## config.mk

```make
export PLATFORM = sky130hd
export DESIGN_NAME = mux_frag_cfg
export DESIGN_NICKNAME = d
export VERILOG_FILES = /design/src/rtl/mux_frag_pkg.sv /design/src/rtl/mux_frag_slice.sv /design/src/rtl/mux_frag_cfg.sv
export SDC_FILE = /design/constraint.sdc
export NUM_CORES = 1
export LEC_CHECK = 0
export CORE_MARGIN = 10
export CORE_UTILIZATION = 32
export CTS_CLUSTER_SIZE = 20
export DETAILED_ROUTE_END_ITERATION = 8
export PLACE_DENSITY = 0.55
export SYNTH_ARGS = -nofsm -noshare
export SYNTH_HDL_FRONTEND = slang
export SYNTH_SLANG_ARGS = --single-unit
```

## constraint.sdc

```tcl
create_clock -name QCK -period 3.92 [get_ports QCK]
set_clock_uncertainty 0.1 [all_clocks]
set_input_delay 0.784 -clock QCK [delete_from_list [all_inputs] [get_ports QCK]]
set_output_delay 0.784 -clock QCK [all_outputs]
set_load 0.005 [all_outputs]
```

## src/rtl/mux_frag_pkg.sv

```systemverilog
// Shared types and sizing helpers for the mux_frag_cfg reconfigurable C-type fragment.
package mux_frag_pkg;

    typedef enum logic [1:0] {
        IDLE   = 2'd0,
        SHIFT  = 2'd1,
        COMMIT = 2'd2
    } cfg_state_e;

    function automatic int leaves(input int sel_w);
        return 2 ** sel_w;
    endfunction

    function automatic int cfg_len(input int sel_w, input int num_slices);
        return num_slices * leaves(sel_w);
    endfunction

endpackage

```

## src/rtl/mux_frag_slice.sv

```systemverilog
// One fragment slice: per-leaf programmable inversion followed by a 2**SEL_W:1 mux tree.
module mux_frag_slice
    import mux_frag_pkg::*;
#(
    parameter int SEL_W = 2
) (
    input  logic [leaves(SEL_W)-1:0] din,
    input  logic [leaves(SEL_W)-1:0] mask,
    input  logic [SEL_W-1:0]         sel,
    output logic                     sz
);

    logic [leaves(SEL_W)-1:0] leaf;

    assign leaf = din ^ mask;
    assign sz   = leaf[sel];

endmodule

```

## src/rtl/mux_frag_cfg.sv

```systemverilog
// Parametrised pp3 C-type mux fragment with a serially loaded, shadow/commit inversion mask.
// Optional build macro MUX_FRAG_OUT_REG_EN registers SZ/CZ (one cycle latency).
module mux_frag_cfg
    import mux_frag_pkg::*;
#(
    parameter int SEL_W      = 2,
    parameter int NUM_SLICES = 2
) (
    input  logic                                QCK,
    input  logic                                QRT,
    input  logic [NUM_SLICES*(2**SEL_W)-1:0]    DIN,
    input  logic [NUM_SLICES*SEL_W-1:0]         SEL,
    input  logic [$clog2(NUM_SLICES)-1:0]       SSEL,
    output logic [NUM_SLICES-1:0]               SZ,
    output logic                                CZ,
    input  logic                                CFG_START,
    input  logic                                CFG_DI,
    input  logic                                CFG_VALID,
    output logic                                CFG_READY,
    output logic                                CFG_DONE
);

    localparam int LEAVES  = leaves(SEL_W);
    localparam int CFG_LEN = cfg_len(SEL_W, NUM_SLICES);
    localparam int CNT_W   = $clog2(CFG_LEN + 1);

    cfg_state_e         state_q, state_d;
    logic [CNT_W-1:0]   cnt_q, cnt_d;
    logic [CFG_LEN-1:0] shadow_q, shadow_d;
    logic [CFG_LEN-1:0] mask_q, mask_d;
    logic               ready_d, done_d;

    always_comb begin
        // NOTE: every signal gets a default before the case so no path leaves it unassigned (no latches).
        state_d  = state_q;
        cnt_d    = cnt_q;
        shadow_d = shadow_q;
        mask_d   = mask_q;
        ready_d  = 1'b0;
        done_d   = 1'b0;
        unique case (state_q)
            IDLE: begin
                if (CFG_START) begin
                    state_d = SHIFT;
                    cnt_d   = '0;
                end
            end
            SHIFT: begin
                ready_d = 1'b1;
                if (CFG_VALID) begin
                    // Bits enter at the MSB, so the first bit ends up at mask[0].
                    shadow_d = {CFG_DI, shadow_q[CFG_LEN-1:1]};
                    cnt_d    = cnt_q + CNT_W'(1);
                    if (cnt_q == CNT_W'(CFG_LEN - 1)) begin
                        state_d = COMMIT;
                    end
                end
            end
            COMMIT: begin
                mask_d  = shadow_q;
                done_d  = 1'b1;
                state_d = IDLE;
            end
            default: state_d = IDLE;
        endcase
    end

    always_ff @(posedge QCK) begin
        // NOTE: sequential state uses non-blocking assignments so every flop samples pre-edge values.
        if (QRT) begin
            state_q  <= IDLE;
            cnt_q    <= '0;
            shadow_q <= '0;
            mask_q   <= '0;
        end else begin
            state_q  <= state_d;
            cnt_q    <= cnt_d;
            shadow_q <= shadow_d;
            mask_q   <= mask_d;
        end
    end

    assign CFG_READY = ready_d;
    assign CFG_DONE  = done_d;

    logic [NUM_SLICES-1:0] sz_d;
    logic                  cz_d;

    for (genvar s = 0; s < NUM_SLICES; s++) begin : g_slice
        mux_frag_slice #(
            .SEL_W (SEL_W)
        ) u_slice (
            .din  (DIN[s*LEAVES +: LEAVES]),
            .mask (mask_q[s*LEAVES +: LEAVES]),
            .sel  (SEL[s*SEL_W +: SEL_W]),
            .sz   (sz_d[s])
        );
    end

    // Out-of-range slice selects (non power-of-two NUM_SLICES) read as 0.
    always_comb begin
        cz_d = 1'b0;
        if (int'(SSEL) < NUM_SLICES) begin
            cz_d = sz_d[SSEL];
        end
    end

`ifdef MUX_FRAG_OUT_REG_EN
    logic [NUM_SLICES-1:0] sz_q;
    logic                  cz_q;

    always_ff @(posedge QCK) begin
        if (QRT) begin
            sz_q <= '0;
            cz_q <= 1'b0;
        end else begin
            sz_q <= sz_d;
            cz_q <= cz_d;
        end
    end

    assign SZ = sz_q;
    assign CZ = cz_q;
`else
    assign SZ = sz_d;
    assign CZ = cz_d;
`endif

endmodule
```

==> impl_metrics.json, run 1 <==
{
  "synth_cell_type_count": 29,
  "cts_resized": 0,
  "synth_seq_cells": 22,
  "p_leak_uw": 0.000435,
  "yosysSeqAreaShare": 0.442,
  "switching_share": 0.225,
  "num_rows": 20,
  "cp_slowest_cell": "mux4_2",
  "setup_tns_ps": 0,
  "initial_core_util": 0.329,
  "powerDensity_nw_per_um2": 302,
  "grt_pass1_vias": 795,
  "relSlewSlack": 0.475,
  "postLayoutCoreUtil": 0.412,
  "synth_top_cell_by_area": "dfxtp_1",
  "synth_nets": 138,
  "dp_hpwl_mm": 1.65,
  "p_switching_uw": 84.7,
  "track_usage": 0.0759,
  "die_x_um": 75.8,
  "timing.fmax_mhz": 291,
  "syn_area_per_cell_um2": 8.37,
  "vdd_drop_max_mv": 0.208,
  "gr-total-overflow": 0,
  "firstDrtPassIters": 4,
  "cts_setup_buffers": 0,
  "ys_warn_count": 0,
  "boundaryPins": 23,
  "rsz0062_at_grt": "false",
  "dr_total_vias": 836,
  "cpMostUsedCell": "clkdlybuf4s50_1",
  "place.gp.congestion": 0.672,
  "numPortBuffers": 22,
  "worstSetupPathType": "in -> out",
  "crit_arrival_ps": 2550,
  "worstPathCellList": "clkdlybuf4s50_1, xor2_1, mux4_2, mux2_2, clkdlybuf4s50_1",
  "status": "complete, no violations",
  "grt_max_degree": 23,
  "grt_pass1_wl_mm": 3.47,
  "cts_num_sinks": 22,
  "hold_path.class": "reg -> reg",
  "worst_pin_slew_ps": 785,
  "max_stage_delay_ps": 480,
  "worstSetupStartpointType": "input port",
  "drv_slew": 0,
  "hold_buffers": 0,
  "die_area_um2": 5740,
  "wl_per_cell_um": 11.8,
  "drive_gt1_frac": 0.0515,
  "synth_area_um2": 996,
  "nets": 157,
  "drc": 0,
  "p_int_uw": 293,
  "timing.max_cap.violations": 0,
  "yosys-top-cells-area": "dfxtp_1, nand2_1, a21oi_1",
  "clk_latency_ps": 300,
  "final_antenna_net_count": 0,
  "drt_iter0_drc": 19,
  "end_kind": "output pin",
  "path_clk_slew_ps": 110,
  "n_antenna_cell": 0,
  "fin_crit_ps": 3430,
  "combPwrFrac": 0.129,
  "cts_made_buffers": 3,
  "cts_tree": "built",
  "post-route-period-util": 0.875,
  "vias_per_cell": 4.64,
  "synth_top_area_share": 0.442,
  "clkPwrFrac": 0.265,
  "fillCellCount": 317,
  "cts_max_path_buffers": 2,
  "crit_family": "buffers and inverters",
  "cts-root-buf": "clkbuf_4",
  "setup_viol_count_final": 0,
  "wirelength_mm": 2.13,
  "hold_viol": 0,
  "antenna_found_initial": 0,
  "seqPwrFrac": 0.605,
  "worstPathMaxFanout": 2,
  "cp.buffers_inverters": 2,
  "synthCells": 119,
  "synthToLayoutAreaGrowth_pct": 25.3,
  "core_area_um2": 3030,
  "cp_data_required_time_ps": 3040,
  "dieHeight_um": 75.8,
  "htreeDepth": 1
}
-- area by class of cell --
type                    count  area (µm²)  share of cell area
multi-input cells          87         502               0.402
flip-flops and latches     22         440               0.353
repair buffers             22         220               0.177
well taps                  44        55.1              0.0441
clock buffers               3        22.5              0.0181
inverters                   2        7.51             0.00602
-- tightest hold or removal path, delay by kind of cell, from the launching register on --
family           cells  cell delay, ps
flip-flops           1             330
AND/OR/NAND/NOR      1              50
AO/OA/AOI/OAI        1              50
-- registers in the layout, indices dropped and copies added, names as in the netlist --
| register | count |
|---|---|
| cnt_q | 4 |
| state_q | 2 |
| mask_q | 8 |
| shadow_q | 8 |
-- power by group through the flow --
| stage | sequential (µW) | combinational, µW | clock, µW |
|---|---|---|---|
| 2_1_floorplan | 232 | 24.8 | 0 |
| 3_3_place_gp | 234 | 48.5 | 0 |
| 3_5_place_dp | 234 | 49.6 | 0 |
| 4_1_cts | 228 | 49.8 | 103 |
| 5_1_grt | 229 | 53.2 | 112 |
| 6_report | 228 | 48.8 | 100 |
-- stage by stage --
stage	power (µW)	std cells	hold WS, ps	area (µm²)	worst slack [ps]
2_1_floorplan	257	119	332	996	1390
6_report	377	180	367	1250	489
3_5_place_dp	283	177	355	1220	469
4_1_cts	382	180	371	1250	466
3_3_place_gp	282	177	341	1220	499
5_1_grt	395	180	384	1250	426
-- cell usage after synthesis --
cell	number
nand2_1	34
dfxtp_1	22
a21oi_1	18
xor2_1	8
clkbuf_1	4
nor2_1	4
o21ai_0	3
buf_4	2
mux4_2	2
nand2b_1	2
nand3_1	2
a211oi_1	1
a21boi_0	1
a31oi_1	1
and3b_1	1
buf_2	1
buf_6	1
ha_1	1
inv_1	1
inv_2	1
mux2_2	1
mux2i_1	1
nand3b_1	1
nand4b_1	1
nor3_1	1
nor4_1	1
nor4bb_1	1
o21bai_1	1
or4_1	1
-- cell families (layout without fill, tap and decap cells) --
kind of cell               count (synthesis)  after routing  share of synthesized area
and+or+nand+nor                           49             49                      0.220
AOI/OAI and AO/OA                         25             25                      0.134
DFF                                       22             22                      0.442
buffers and inverters                     10             27                     0.0540
xor gates and xnor gates                   8              8                     0.0704
muxes                                      4              4                     0.0666
adders and majority gates                  1              1                     0.0126
-- final timing paths --
check | startpoint | to | slack, ps | cells after the start
setup / recovery | DIN[7] | CZ | 490 | 5
setup reg to reg | state_q[0] | cnt_q[3] | 2390 | 3
hold / removal | shadow_q[0] | mask_q[0] | 370 | 2
hold reg to reg | shadow_q[0] | mask_q[0] | 370 | 2
-- metal layers --
metal  GRT usage  share of wire  routed length (µm)
met1      0.0843           0.44                 928
met2       0.128           0.46                 983
met3      0.0273          0.096                 205
met4      0.0309         0.0061                  13
met5           0              0                   0
-- cells in the final DEF (no fill, tap or decap) --
cell and instances:
nor2_1 4, or4_1 1, and3b_1 1, a21oi_1 18, nor3_1 1, clkbuf_4 3
ha_1 1, a21boi_0 1, nand3_1 2, a31oi_1 1, a211oi_1 1, nor4_1 1
clkdlybuf4s50_1 22, nand2b_1 2, o21bai_1 1, nand3b_1 1, mux2_2 1, nand4b_1 1
nand2_1 34, dfxtp_1 22, mux2i_1 1, inv_1 1, xor2_1 8, o21ai_0 3
inv_2 1, mux4_2 2, nor4bb_1 1
Power figures use the tool's default switching activity.
==> inputs of run 2 (changes only) <==
--- a/config.mk
+++ b/config.mk
@@ -5,11 +5,13 @@
 export SDC_FILE = /design/constraint.sdc
 export NUM_CORES = 1
 export LEC_CHECK = 0
+export CELL_PAD_IN_SITES_DETAIL_PLACEMENT = 1
+export CELL_PAD_IN_SITES_GLOBAL_PLACEMENT = 2
 export CORE_MARGIN = 10
-export CORE_UTILIZATION = 32
+export CORE_UTILIZATION = 30
 export CTS_CLUSTER_SIZE = 20
 export DETAILED_ROUTE_END_ITERATION = 8
-export PLACE_DENSITY = 0.55
+export PLACE_DENSITY = 0.84
 export SYNTH_ARGS = -nofsm -noshare
 export SYNTH_HDL_FRONTEND = slang
 export SYNTH_SLANG_ARGS = --single-unit
==> run 2 against run 1 <==
Against the previous run: first-iteration DRC count is 11% higher; non-clock buffer count unchanged; flip-flop and latch count is the same; via count is 0.24% higher; power fell by 0.29%; final cell count unchanged; hold slack gained 0.62 ps; design area did not move.
==> impl_metrics.json, run 2 (same netlist as run 1, synthesis figures left out) <==
{
  "grt_pass1_wl_mm": 4.16,
  "worstPathMaxFanout": 2,
  "grt_max_degree": 23,
  "p_switching_uw": 83.6,
  "clkPwrFrac": 0.260,
  "fin_ws_ps": 473,
  "hold_buffers": 0,
  "track_usage": 0.0824,
  "dr_total_vias": 838,
  "drv_slew": 0,
  "p_int_uw": 293,
  "grt_pass1_vias": 857,
  "hold_path.class": "reg -> reg",
  "reg_top3": "mask_q: 8 flops, shadow_q: 8 flops, cnt_q: 4 flops",
  "dp_slack_ps": 460,
  "num_rows": 20,
  "seqPwrFrac": 0.608,
  "setup_viol_count_final": 0,
  "drc": 0,
  "combPwrFrac": 0.133,
  "clk_latency_ps": 300,
  "setup_tns_ps": 0,
  "n_antenna_cell": 0,
  "gr-total-overflow": 0,
  "drive_gt1_frac": 0.0515,
  "dp_hpwl_mm": 1.87,
  "place.gp.congestion": 0.675,
  "cts-root-buf": "clkbuf_4",
  "final_common_cell": "nand2_1",
  "layout_common_cells": "nand2_1, dfxtp_1, clkdlybuf4s50_1",
  "wl_per_cell_um": 13.4,
  "relSlewSlack": 0.447,
  "worst_pin_slew_ps": 827,
  "cts_max_path_buffers": 2,
  "worstSetupStartpointType": "input port",
  "vias_per_cell": 4.66,
  "boundaryPins": 23,
  "hold_viol": 0,
  "die_area_um2": 6020,
  "rsz0062_at_grt": "false",
  "cts_tree": "built",
  "cts_setup_buffers": 0,
  "timing.max_cap.violations": 0,
  "nets": 157,
  "path_clk_slew_ps": 110,
  "cts_made_buffers": 3,
  "cts_resized": 0,
  "fillCellCount": 382,
  "die_x_um": 77.6,
  "powerDensity_nw_per_um2": 302,
  "initial_core_util": 0.318,
  "wirelength_mm": 2.42,
  "numPortBuffers": 22,
  "dieHeight_um": 77.6,
  "status": "complete, no violations",
  "timing.fmax_mhz": 290,
  "switching_share": 0.222,
  "vdd_drop_max_mv": 0.121,
  "p_leak_uw": 0.000435,
  "core_area_um2": 3130,
  "end_kind": "output pin",
  "htreeDepth": 1,
  "fin_crit_ps": 3450,
  "worstSetupPathType": "in -> out",
  "cp_data_required_time_ps": 3040,
  "post-route-period-util": 0.879,
  "firstDrtPassIters": 4,
  "drt_iter0_drc": 21,
  "final_antenna_net_count": 0,
  "antenna_found_initial": 0,
  "total_power_uw": 376,
  "crit_arrival_ps": 2560,
  "cts_num_sinks": 22,
  "reg2reg_slack_ps": 2410,
  "synthToLayoutAreaGrowth_pct": 25.3
}
==> run 2: worst paths after layout <==
path                            cells after the start        start     endpoint
worst max-delay path                                5       DIN[7]           CZ
worst min-delay path                                2  shadow_q[0]  shadow_q[0]
worst max register to register                      3   state_q[0]     cnt_q[3]
worst min register to register                      2  shadow_q[0]  shadow_q[0]
==> run 2: layer usage <==
layer | global-route usage | wire, µm
met4 | 0.0274 | 19
met5 | 0 | 0
met3 | 0.0196 | 72
met2 | 0.129 | 1070
met1 | 0.108 | 1250
==> run 2: power by group through the flow <==
stage                     Sequential, µW  Combinational [µW]  Clock [µW]
after CTS                            229                51.1         104
after detailed placement             234                50.8           0
after global routing                 229                54.7         115
after global placement               234                49.1           0
final                                229                49.9        97.7
after floorplan                      232                24.8           0
==> run 2: area by class of cell <==
| type | instances | area [µm²] | share of cell area |
|---|---|---|---|
| repair buffers | 22 | 220 | 0.177 |
| inverters | 2 | 7.51 | 0.00602 |
| well taps | 44 | 55.1 | 0.0441 |
| flip-flops and latches | 22 | 440 | 0.353 |
| clock buffers | 3 | 22.5 | 0.0181 |
| multi-input cells | 87 | 502 | 0.402 |
==> run 2: critical path, cell delays in order <==
cell and delay, ps:
clkdlybuf4s50_1 420, xor2_1 150, mux4_2 490, mux2_2 280
clkdlybuf4s50_1 450
==> run 2: through the flow <==
stage                     utilization  hold slack [ps]  std cells  area [µm²]
after global routing            0.399              384        180        1250
after global placement          0.392              349        177        1220
after CTS                       0.399              368        180        1250
after detailed placement        0.392              351        177        1220
after floorplan                     -              332        119         996
final                           0.399              367        180        1250
==> inputs of run 3 (changes only) <==
--- a/config.mk
+++ b/config.mk
@@ -12,6 +12,7 @@
 export CTS_CLUSTER_SIZE = 20
 export DETAILED_ROUTE_END_ITERATION = 8
 export PLACE_DENSITY = 0.84
+export SKIP_LAST_GASP = 1
 export SYNTH_ARGS = -nofsm -noshare
 export SYNTH_HDL_FRONTEND = slang
 export SYNTH_SLANG_ARGS = --single-unit
==> results of run 3 <==
Final layout, timing and power as in run 2 (identical DEF).
